[config.mk]
export PLATFORM = sky130hd
export DESIGN_NAME = wbu_scoreboard_flat
export DESIGN_NICKNAME = d
export VERILOG_FILES = /design/src/rtl/wbu_scoreboard_if.sv /design/src/rtl/wbu_scoreboard.sv /design/src/flat_wrapper.sv
export SDC_FILE = /design/constraint.sdc
export NUM_CORES = 1
export LEC_CHECK = 0
export CAP_MARGIN = 20
export CELL_PAD_IN_SITES_DETAIL_PLACEMENT = 0
export CELL_PAD_IN_SITES_GLOBAL_PLACEMENT = 1
export CORE_AREA = 2 2 149 151
export DETAILED_ROUTE_END_ITERATION = 10
export DIE_AREA = 0 0 151 153
export GPL_TIMING_DRIVEN = 0
export PLACE_DENSITY = 0.93
export SYNTH_ARGS = -nofsm -noshare
export SYNTH_HDL_FRONTEND = slang
export SYNTH_SLANG_ARGS = --single-unit
[constraint.sdc]
create_clock -name i_clk -period 2.4 [get_ports i_clk]
set_input_delay 0.48 -clock i_clk [delete_from_list [all_inputs] [get_ports i_clk]]
set_output_delay 0.48 -clock i_clk [all_outputs]
set_load 0.05 [all_outputs]
[src/rtl/wbu_scoreboard_if.sv]
// ----------------------------------------------------------------------------
// wbu_scoreboard_if
//   Upstream (EXU/LSU -> write-back) completion bus.
//   master : producer of completed instructions (drives payload + i_valid)
//   slave  : write-back stage (drives o_ready)
//   Signals:
//     i_valid      completed instruction present
//     o_ready      write-back can accept
//     i_rd_wen     instruction writes rd
//     i_rd         destination register
//     i_is_load    result comes from memory data
//     i_ld_funct3  load type
//     i_addr_lo    load byte offset within the word
//     i_alu_res    non-load result
//     i_mem_rdata  raw aligned-word memory data
// ----------------------------------------------------------------------------
interface wbu_scoreboard_if #(
   parameter int CPU_WIDTH = 32,
   parameter int REG_ADDRW = 5
);
   logic                 i_valid;
   logic                 o_ready;
   logic                 i_rd_wen;
   logic [REG_ADDRW-1:0] i_rd;
   logic                 i_is_load;
   logic [2:0]           i_ld_funct3;
   logic [1:0]           i_addr_lo;
   logic [CPU_WIDTH-1:0] i_alu_res;
   logic [CPU_WIDTH-1:0] i_mem_rdata;

   modport master (
      output i_valid, i_rd_wen, i_rd, i_is_load, i_ld_funct3, i_addr_lo,
             i_alu_res, i_mem_rdata,
      input  o_ready
   );

   modport slave (
      input  i_valid, i_rd_wen, i_rd, i_is_load, i_ld_funct3, i_addr_lo,
             i_alu_res, i_mem_rdata,
      output o_ready
   );
endinterface

[src/rtl/wbu_scoreboard.sv]
// ----------------------------------------------------------------------------
// wbu_scoreboard
//   Write-back stage in front of the register file. Accepts completed
//   instructions, aligns/extends load data, registers the result onto the
//   register-file write port, and keeps a 2-bit pending-write counter per
//   architectural register so decode can stall on RAW hazards.
//
//   Optional feature macro: WBU_INSTRET_EN
//     defined   -> o_instret is a 64-bit retired-instruction counter
//     undefined -> o_instret tied to 0, no counter flops
//
//   Ports:
//     i_clk, i_rst_n          clock, async active-low reset
//     up (slave modport)      completion bus from EXU/LSU
//     i_issue, i_issue_rd     decode issues an instruction writing i_issue_rd
//     o_issue_full            counter of i_issue_rd is saturated
//     i_raddr1/2, o_busy1/2   decode source registers / pending-write flags
//     i_flush                 discard all pending state
//     o_wen/o_waddr/o_wdata   register-file write port
//     o_ld_err                pulse with the write for an illegal load funct3
//     o_instret               retired-instruction count
// ----------------------------------------------------------------------------
module wbu_scoreboard #(
   parameter int CPU_WIDTH = 32,
   parameter int REG_ADDRW = 5,
   parameter int REG_COUNT = 32
) (
   input  logic                 i_clk,
   input  logic                 i_rst_n,
   wbu_scoreboard_if.slave      up,
   input  logic                 i_issue,
   input  logic [REG_ADDRW-1:0] i_issue_rd,
   output logic                 o_issue_full,
   input  logic [REG_ADDRW-1:0] i_raddr1,
   input  logic [REG_ADDRW-1:0] i_raddr2,
   output logic                 o_busy1,
   output logic                 o_busy2,
   input  logic                 i_flush,
   output logic                 o_wen,
   output logic [REG_ADDRW-1:0] o_waddr,
   output logic [CPU_WIDTH-1:0] o_wdata,
   output logic                 o_ld_err,
   output logic [63:0]          o_instret
);

   logic                       w_accept;
   logic [7:0]                 w_byte;
   logic [15:0]                w_half;
   logic [CPU_WIDTH-1:0]       w_result;
   logic                       w_ld_bad;
   logic [REG_COUNT-1:0]       w_inc;
   logic [REG_COUNT-1:0]       w_dec;

   logic                       r_wen;
   logic [REG_ADDRW-1:0]       r_waddr;
   logic [CPU_WIDTH-1:0]       r_wdata;
   logic                       r_ld_err;
   logic [REG_COUNT-1:0][1:0]  r_cnt;

   // The register file absorbs one write every cycle; only flush stalls.
   assign up.o_ready = ~i_flush;
   assign w_accept   = up.i_valid & ~i_flush;

   // ---------------- load alignment / extension ----------------
   assign w_byte = up.i_mem_rdata[{up.i_addr_lo, 3'b000} +: 8];
   assign w_half = up.i_addr_lo[1] ? up.i_mem_rdata[31:16] : up.i_mem_rdata[15:0];

   always_comb begin
      w_result = up.i_alu_res;
      w_ld_bad = 1'b0;
      if (up.i_is_load) begin
         case (up.i_ld_funct3)
            3'b000:  w_result = {{(CPU_WIDTH-8){w_byte[7]}}, w_byte};
            3'b001:  w_result = {{(CPU_WIDTH-16){w_half[15]}}, w_half};
            3'b010:  w_result = up.i_mem_rdata;
            3'b100:  w_result = {{(CPU_WIDTH-8){1'b0}}, w_byte};
            3'b101:  w_result = {{(CPU_WIDTH-16){1'b0}}, w_half};
            default: begin
               // Unknown load type still writes the raw word, flagged.
               w_result = up.i_mem_rdata;
               w_ld_bad = 1'b1;
            end
         endcase
      end
   end

   // ---------------- output register ----------------
   always_ff @(posedge i_clk or negedge i_rst_n) begin
      if (!i_rst_n) begin
         r_wen    <= 1'b0;
         r_waddr  <= '0;
         r_wdata  <= '0;
         r_ld_err <= 1'b0;
      end else if (w_accept) begin
         r_wen    <= up.i_rd_wen & (up.i_rd != '0);
         r_waddr  <= up.i_rd;
         r_wdata  <= w_result;
         r_ld_err <= up.i_is_load & w_ld_bad;
      end else begin
         r_wen    <= 1'b0;
         r_ld_err <= 1'b0;
      end
   end

   assign o_wen    = r_wen;
   assign o_waddr  = r_waddr;
   assign o_wdata  = r_wdata;
   assign o_ld_err = r_ld_err;

   // ---------------- scoreboard ----------------
   // Commit = the cycle the output register presents a write.
   always_comb begin
      w_inc = '0;
      w_dec = '0;
      for (int i = 1; i < REG_COUNT; i++) begin
         w_inc[i] = i_issue & (i_issue_rd == REG_ADDRW'(i)) & (r_cnt[i] != 2'd3);
         w_dec[i] = r_wen & (r_waddr == REG_ADDRW'(i));
      end
   end

   // Entry 0 is only ever reset, so it stays 0 and x0 never reads busy.
   always_ff @(posedge i_clk or negedge i_rst_n) begin
      if (!i_rst_n) begin
         r_cnt <= '0;
      end else if (i_flush) begin
         r_cnt <= '0;
      end else begin
         for (int i = 1; i < REG_COUNT; i++) begin
            case ({w_inc[i], w_dec[i]})
               2'b10:   r_cnt[i] <= r_cnt[i] + 2'd1;
               2'b01:   if (r_cnt[i] != 2'd0) r_cnt[i] <= r_cnt[i] - 2'd1;
               default: ;
            endcase
         end
      end
   end

   assign o_busy1      = (r_cnt[i_raddr1] != 2'd0);
   assign o_busy2      = (r_cnt[i_raddr2] != 2'd0);
   assign o_issue_full = (r_cnt[i_issue_rd] == 2'd3);

   // ---------------- retired-instruction counter ----------------
`ifdef WBU_INSTRET_EN
   logic [63:0] r_instret;
   // Counts every accept (x0 / no-write included); flush does not clear it.
   always_ff @(posedge i_clk or negedge i_rst_n) begin
      if (!i_rst_n)      r_instret <= '0;
      else if (w_accept) r_instret <= r_instret + 64'd1;
   end
   assign o_instret = r_instret;
`else
   assign o_instret = '0;
`endif

endmodule

[src/flat_wrapper.sv]
// flat-port wrapper written by rule: the top's interface ports become plain ports
module wbu_scoreboard_flat 
#(
   parameter int CPU_WIDTH = 32,
   parameter int REG_ADDRW = 5,
   parameter int REG_COUNT = 32
)
  (i_clk, i_rst_n, i_issue, i_issue_rd, o_issue_full, i_raddr1, i_raddr2, o_busy1, o_busy2, i_flush, o_wen, o_waddr, o_wdata, o_ld_err, o_instret, up_i_valid, up_i_rd_wen, up_i_rd, up_i_is_load, up_i_ld_funct3, up_i_addr_lo, up_i_alu_res, up_i_mem_rdata, up_o_ready);
  wbu_scoreboard_if #(.CPU_WIDTH(CPU_WIDTH), .REG_ADDRW(REG_ADDRW)) up_i ();
  input  logic i_clk;
  input  logic i_rst_n;
  input  logic i_issue;
  input  logic [REG_ADDRW-1:0] i_issue_rd;
  output logic o_issue_full;
  input  logic [REG_ADDRW-1:0] i_raddr1;
  input  logic [REG_ADDRW-1:0] i_raddr2;
  output logic o_busy1;
  output logic o_busy2;
  input  logic i_flush;
  output logic o_wen;
  output logic [REG_ADDRW-1:0] o_waddr;
  output logic [CPU_WIDTH-1:0] o_wdata;
  output logic o_ld_err;
  output logic [63:0] o_instret;
  input wire logic [$bits(up_i.i_valid)-1:0] up_i_valid;
  input wire logic [$bits(up_i.i_rd_wen)-1:0] up_i_rd_wen;
  input wire logic [$bits(up_i.i_rd)-1:0] up_i_rd;
  input wire logic [$bits(up_i.i_is_load)-1:0] up_i_is_load;
  input wire logic [$bits(up_i.i_ld_funct3)-1:0] up_i_ld_funct3;
  input wire logic [$bits(up_i.i_addr_lo)-1:0] up_i_addr_lo;
  input wire logic [$bits(up_i.i_alu_res)-1:0] up_i_alu_res;
  input wire logic [$bits(up_i.i_mem_rdata)-1:0] up_i_mem_rdata;
  output wire logic [$bits(up_i.o_ready)-1:0] up_o_ready;
  assign up_i.i_valid = up_i_valid;
  assign up_i.i_rd_wen = up_i_rd_wen;
  assign up_i.i_rd = up_i_rd;
  assign up_i.i_is_load = up_i_is_load;
  assign up_i.i_ld_funct3 = up_i_ld_funct3;
  assign up_i.i_addr_lo = up_i_addr_lo;
  assign up_i.i_alu_res = up_i_alu_res;
  assign up_i.i_mem_rdata = up_i_mem_rdata;
  assign up_o_ready = up_i.o_ready;
  wbu_scoreboard #(.CPU_WIDTH(CPU_WIDTH), .REG_ADDRW(REG_ADDRW), .REG_COUNT(REG_COUNT)) u_core (.i_clk(i_clk), .i_rst_n(i_rst_n), .up(up_i), .i_issue(i_issue), .i_issue_rd(i_issue_rd), .o_issue_full(o_issue_full), .i_raddr1(i_raddr1), .i_raddr2(i_raddr2), .o_busy1(o_busy1), .o_busy2(o_busy2), .i_flush(i_flush), .o_wen(o_wen), .o_waddr(o_waddr), .o_wdata(o_wdata), .o_ld_err(o_ld_err), .o_instret(o_instret));
endmodule
==> out/results.tsv, run 1 <==
metric	value	unit
WP buf/inv	1	
Yosys warnings	0	
Worst path slowest cell	mux4_2	
Post-synth EDFFs	0	
clk buf depth	2	
Synth async-reset ratio	1.000	
sequential power share	0.373	
drt pass-1 iters	5	
layout cells sized above 1	0.2224	
Slew Limit Fails	0	
switching share of total power	0.3810	
Clk network pwr share	0.284	
number of I/O pins	203	
Hold Slack	0.1360	ns
R2R depth	6	
Max stage delay on crit path	0.52	ns
CTS H-tree lvls	3	
Post-DRT Antenna Nets	0	
post-layout net count	1305	
CTS tree	yes	
worst-path cell chain	nor2_4, mux4_2, mux4_2, o22ai_2, buf_6	
Remaining Overflow, GRT	0	
top-area cell type share of the netlist area	0.3224	
register bit total from synthesis	101	
Max Clk Rate	377.1	MHz
Worst EP arrival	2.17	ns
synth-to-layout area growth	35.45	%
failing checks	negative setup slack	
Gate Count Post-Synth	947	
worst endpoint required time	1.92	ns
Vias	8326	
post-synth cell types	63	
CTS Buf Count	9	
end of the worst register-to-register path	u_core.r_cnt[40]	
final hold violation count	0	
sequential share of the synthesized area	0.3224	
Synth area leaders	dfrtp_1, nor2_1, buf_4	
vias in the first global route	8231	
Synth Cell Area	0.007839	sq mm
VDD IR-drop max	357.1	uV
Die Wd	151	microns
Port Buffers	131	
power share of the combinational group	0.343	
Die Height	153	microns
row cnt	54	
first-pass GRT wire length	43900	microns
worst hold-check path type	input pin to async pin	
largest net degree at the start of global routing	55	
final worst slack	-0.2516	ns
endpoint type of the worst setup path	output pin	
Starting Density	0.3648	
ys flop type	dfrtp_1	
delay-heaviest family, CP	multiplexers	
WL per Instance	18.98	microns
Worst-Margin Slew	0.9146	ns
end point of the critical path	o_busy2	
DR DRC count	0	
Tot GR Track Use	0.2455	
Synth Area per Inst	8.277	sq um
Post-Route WL	28350	microns
Clk Latency, worst-skew pair	0.36	ns
antenna violations before repair	0	
Inst Count DP	1422	
crit-path most repeated cell	mux4_2	
detailed router's first-iteration violation count	692	
# diodes	0	
Worst R2R Setup Slack	0.23	ns
minimum clock period	2.652	ns
die area	0.02310	sq mm
Setup Skew	0.006801	ns
Setup crit start	u_core.r_cnt[31]	
internal power	3.116	mW
worst-path maximum fanout	3	
Crit path depth	5	
RSZ-0062 raised after global routing	true	
HPWL Detailed	20850	microns
leakage power	4.395	nW
Final Non-Filler Cells	1494	
count leader, synth	nor2_1	
Synth area leader	dfrtp_1	
r2r startpoint	u_core.o_waddr[2]	
PD cells	474.1	mW/mm^2
clock slew at reported path FFs	0.08	ns
worst slew margin relative to its limit	0.3817	
core footprint	0.02149	sq mm
Final Wtd Congestion	0.9217	
critical path launch point type	flop	
setup violators final	3	
Post-synth top cells	nor2_1, dfrtp_1, nand2_1, a21oi_1, buf_4	
P_sw	1.918	mW
outcome	complete, but fails checks	
number of clock sinks	101	
vias per inst	5.573	
Max Cap Viol	0	
Period Utilization, post-route	1.105	
root buffer cell	clkbuf_16	
critical path class	flop to output pin	
-- routing by layer --
| layer | track usage | vias up | part of all wire |
|---|---|---|---|
| met1 | 0.2988 | 3960 | 0.39 |
| met4 | 0.1113 | 0 | 0.041 |
| met3 | 0.07254 | 77 | 0.099 |
| met5 | 0 | - | 0 |
| li1 | - | 3831 | - |
| met2 | 0.3994 | 458 | 0.47 |
-- power by group through the flow --
stage	clock [mW]	sequential, mW	combinational [mW]
after global placement	0	1.91	1.66
after detailed placement	0	1.91	1.67
after floorplan	0	2.22	0.752
final	1.43	1.88	1.73
after CTS	1.44	1.88	1.71
after global routing	1.52	1.89	1.82
-- layout make-up --
type                       instances  area (sq um)
tap                              280         350.3
clock inverter                     6         47.55
sequential                       101          2557
multi-input combinational        780          4865
timing repair buffer             190          1760
fill                            2142         10870
inverter                          10         37.54
buffer                           117         770.7
clock buffer                      10         229.0
-- cell usage in the layout, fill, tap and decap left out, drive strengths merged, types with 6 or more instances in the layout --
master and count:
a211oi 18, a21o 6, a21oi 90, a221oi 6
a22oi 8, a31oi 10, a32oi 7, and2 18
buf 154, clkbuf 38, clkdlybuf4s50 121, conb 64
dfrtp 101, inv 12, mux2i 8, mux4 21
nand2 87, nand2b 21, nand3 11, nand3b 6
nor2 139, nor2b 21, nor3 17, nor3b 11
nor4b 12, o211ai 6, o21a 7, o21ai 73
o221ai 9, o311a 8, o31ai 17, or3 12
xnor2 14
-- metrics by stage --
stage	setup TNS [ns]	cell area, sq um	setup slack (ns)	utilization	total power, mW
2_1_floorplan	-0.1978	8092	-0.1978	-	2.976
3_3_place_gp	-342.80	9753	-3.272	0.4539	3.576
3_5_place_dp	-14.30	9778	-1.456	0.4551	3.585
4_1_cts	-0.5376	10600	-0.2699	0.4932	5.035
5_1_grt	-0.7821	10620	-0.2957	0.4942	5.236
6_report	-0.5722	10620	-0.2516	0.4942	5.034
-- repair_timing --
item	in CTS	in global routing
cloned	1	0
hold buffers	0	0
pin swaps	4	1
gates resized for setup	85	8
setup endpoints to repair	5	4
setup buffers	56	1
-- worst min-delay path by stage --
| stage | slack (ns) | cells after the start | start | end |
|---|---|---|---|---|
| after floorplan | 0.18 | 0 | i_rst_n | u_core.o_ld_err |
| after global placement | 0.47 | 2 | u_core.o_wdata[7] | u_core.o_wdata[7] |
| after detailed placement | 0.47 | 2 | u_core.o_wdata[24] | u_core.o_wdata[24] |
| after CTS | 0.17 | 1 | i_rst_n | u_core.r_cnt[8] |
| after global routing | 0.19 | 1 | i_rst_n | u_core.r_cnt[8] |
| final | 0.14 | 1 | i_rst_n | u_core.r_cnt[8] |
-- flip-flops by register name, summed over array words and instances (netlist names) --
name,count
u_core.o_ld_err,1
u_core.r_cnt,62
u_core.o_waddr,5
u_core.o_wdata,32
u_core.o_wen,1
-- cell families (layout without fill, tap and decap cells) --
group	Yosys count	count (layout)	synth area share
AND/OR/NAND/NOR	384	384	0.2461
XOR/XNOR	14	14	0.01564
AO/OA/AOI/OAI	287	287	0.2421
flip-flops	101	101	0.3224
other	1	64	0.0004784
multiplexers	31	31	0.07390
buffers and inverters	129	333	0.09928
No activity file was read; power rests on OpenSTA's default activity.
==> run 2, diff against run 1 <==
- CORE_AREA: 2 2 149 151 -> 2 2 191 118
- DIE_AREA: 0 0 151 153 -> 0 0 193 120
- clock period: 2.4 -> 2.85 ns (I/O delays scaled with it)
==> out/results.tsv, run 2 (synthesis gave the netlist of run 1 again) <==
metric	value	unit
outcome	finished clean	
core footprint	0.02155	sq mm
most frequent cells in the layout	nor2_1, clkdlybuf4s50_1, nand2_1	
most common cell after layout, fill and taps aside	nor2_1	
Placed Area	0.009776	sq mm
Worst-Margin Slew	0.8678	ns
synth-to-layout area growth	29.71	%
vias in the first global route	7110	
worst-path cell chain	clkdlybuf4s15_1, buf_4, buf_4, mux4_2, nand2_1, o21a_1, o221ai_1, buf_4	
post-route cell area	0.01017	sq mm
Largest Register	u_core.r_cnt	
CTS Hold Bufs	0	
Hold Slack	0.2295	ns
leakage power	4.127	nW
drt pass-1 iters	8	
PD cells	418.2	mW/mm^2
CTS tree	yes	
setup TNS	0	ns
worst hold-check path type	input pin to async pin	
crit-path most repeated cell	buf_4	
Post-Route WL	27130	microns
clk buf depth	2	
CTS H-tree lvls	3	
Clk Latency, worst-skew pair	0.37	ns
P_sw	1.619	mW
post-layout net count	1254	
RSZ-0062 raised after global routing	false	
Max Clk Rate	357.1	MHz
Largest register FFs	62	
row cnt	42	
pre-CTS worst setup slack	-1.212	ns
Worst EP arrival	2.23	ns
vias per inst	5.528	
setup violators final	0	
final worst slack	0.04981	ns
Vias	8010	
Tot GR Track Use	0.2360	
final hold violation count	0	
WL per Instance	18.73	microns
die area	0.02316	sq mm
Remaining Overflow, GRT	0	
Post-DRT Antenna Nets	0	
VDD IR-drop max	371.8	uV
worst-path maximum fanout	10	
number of I/O pins	203	
Clk network pwr share	0.292	
antenna violations before repair	1	
Slew Limit Fails	0	
detailed router's first-iteration violation count	793	
CTS Buf Count	9	
Die Height	120	microns
worst slew margin relative to its limit	0.4215	
number of clock sinks	101	
Max Cap Viol	0	
first-pass GRT wire length	41390	microns
internal power	2.633	mW
Max stage delay on crit path	0.30	ns
critical path launch point type	input pin	
Period Utilization, post-route	0.9825	
switching share of total power	0.3808	
largest net degree at the start of global routing	59	
fillers	2081	
Port Buffers	131	
Setup Skew	0.01204	ns
clock slew at reported path FFs	0.07	ns
DR DRC count	0	
minimum clock period	2.800	ns
Die Wd	193	microns
power share of the combinational group	0.336	
layout cells sized above 1	0.1720	
critical path class	input pin to output pin	
# diodes	0	
endpoint type of the worst setup path	output pin	
root buffer cell	clkbuf_16	
Final Wtd Congestion	0.9983	
worst endpoint required time	2.28	ns
sequential power share	0.371	
Final Util	0.4719	
Starting Density	0.3638	
Worst path slowest cell	clkdlybuf4s15_1	
HPWL Detailed	21130	microns
-- run 2: changes by cell type in the layout (fill, tap and decap cells not counted), sizes merged --
cell,change
buf,-50
dlygate4sd2,-3
clkdlybuf4s50,+1
clkinvlp,+1
dlymetal6s2s,+1
clkinv,-1
-- run 2: metrics by stage --
stage | power, mW | instances
finish | 4.252 | 1449
global route | 4.435 | 1449
CTS | 4.262 | 1444
detailed placement | 3.011 | 1428
global placement | 2.996 | 1427
floorplan | 2.505 | 1010
-- run 2: worst paths after layout --
kind / slack (ns) / depth (start not counted) / to / start
hold reg to reg: 0.49 / 2 / u_core.o_wdata[20] / u_core.o_wdata[20]
hold / removal: 0.23 / 1 / u_core.o_wdata[26] / i_rst_n
max in group asynchronous: 1.88 / 2 / u_core.r_cnt[58] / i_rst_n
min in group i_clk: 0.49 / 2 / u_core.o_wdata[20] / u_core.o_wdata[20]
setup reg to reg: 0.86 / 6 / u_core.r_cnt[4] / u_core.o_waddr[3]
setup / recovery: 0.05 / 8 / o_issue_full / i_issue_rd[3]
-- run 2: power groups by stage --
stage	sequential [mW]	combinational (mW)	clock [mW]
after floorplan	1.87	0.632	0
after global placement	1.60	1.39	0
after detailed placement	1.60	1.41	0
after CTS	1.58	1.41	1.27
after global routing	1.59	1.50	1.34
final	1.58	1.43	1.24
-- run 2: what timing repair did --
| item | CTS | global route |
|---|---|---|
| endpoints found under the setup margin | 4 | 3 |
| cloned | 1 | 0 |
| resized for setup | 44 | 29 |
| setup buffers | 0 | 5 |
| pin swaps | 0 | 2 |
-- run 2: layout make-up --
type / instances / area (sq um) / share of cell area
buffer: 117 / 777.0 / 0.07642
multi-input combinational: 780 / 4795 / 0.4716
tap: 286 / 357.8 / 0.03520
clock buffer: 10 / 239.0 / 0.02350
timing repair buffer: 139 / 1368 / 0.1345
sequential: 101 / 2547 / 0.2506
clock inverter: 6 / 46.29 / 0.004553
inverter: 10 / 37.54 / 0.003692
-- run 2: critical path, delay by kind of cell --
| family | cells | cell delay [ns] |
|---|---|---|
| and+or+nand+nor | 1 | 0.04 |
| buffers and inverters | 4 | 0.98 |
| AOI/OAI and AO/OA | 2 | 0.43 |
| muxes | 1 | 0.20 |
-- run 2: metal layers --
layer	track usage	part of all wire	vias up
met5	0	0.00048	-
met4	0.05777	0.018	2
met3	0.05908	0.092	32
met2	0.3221	0.41	382
met1	0.3656	0.48	3865
li1	-	-	3729
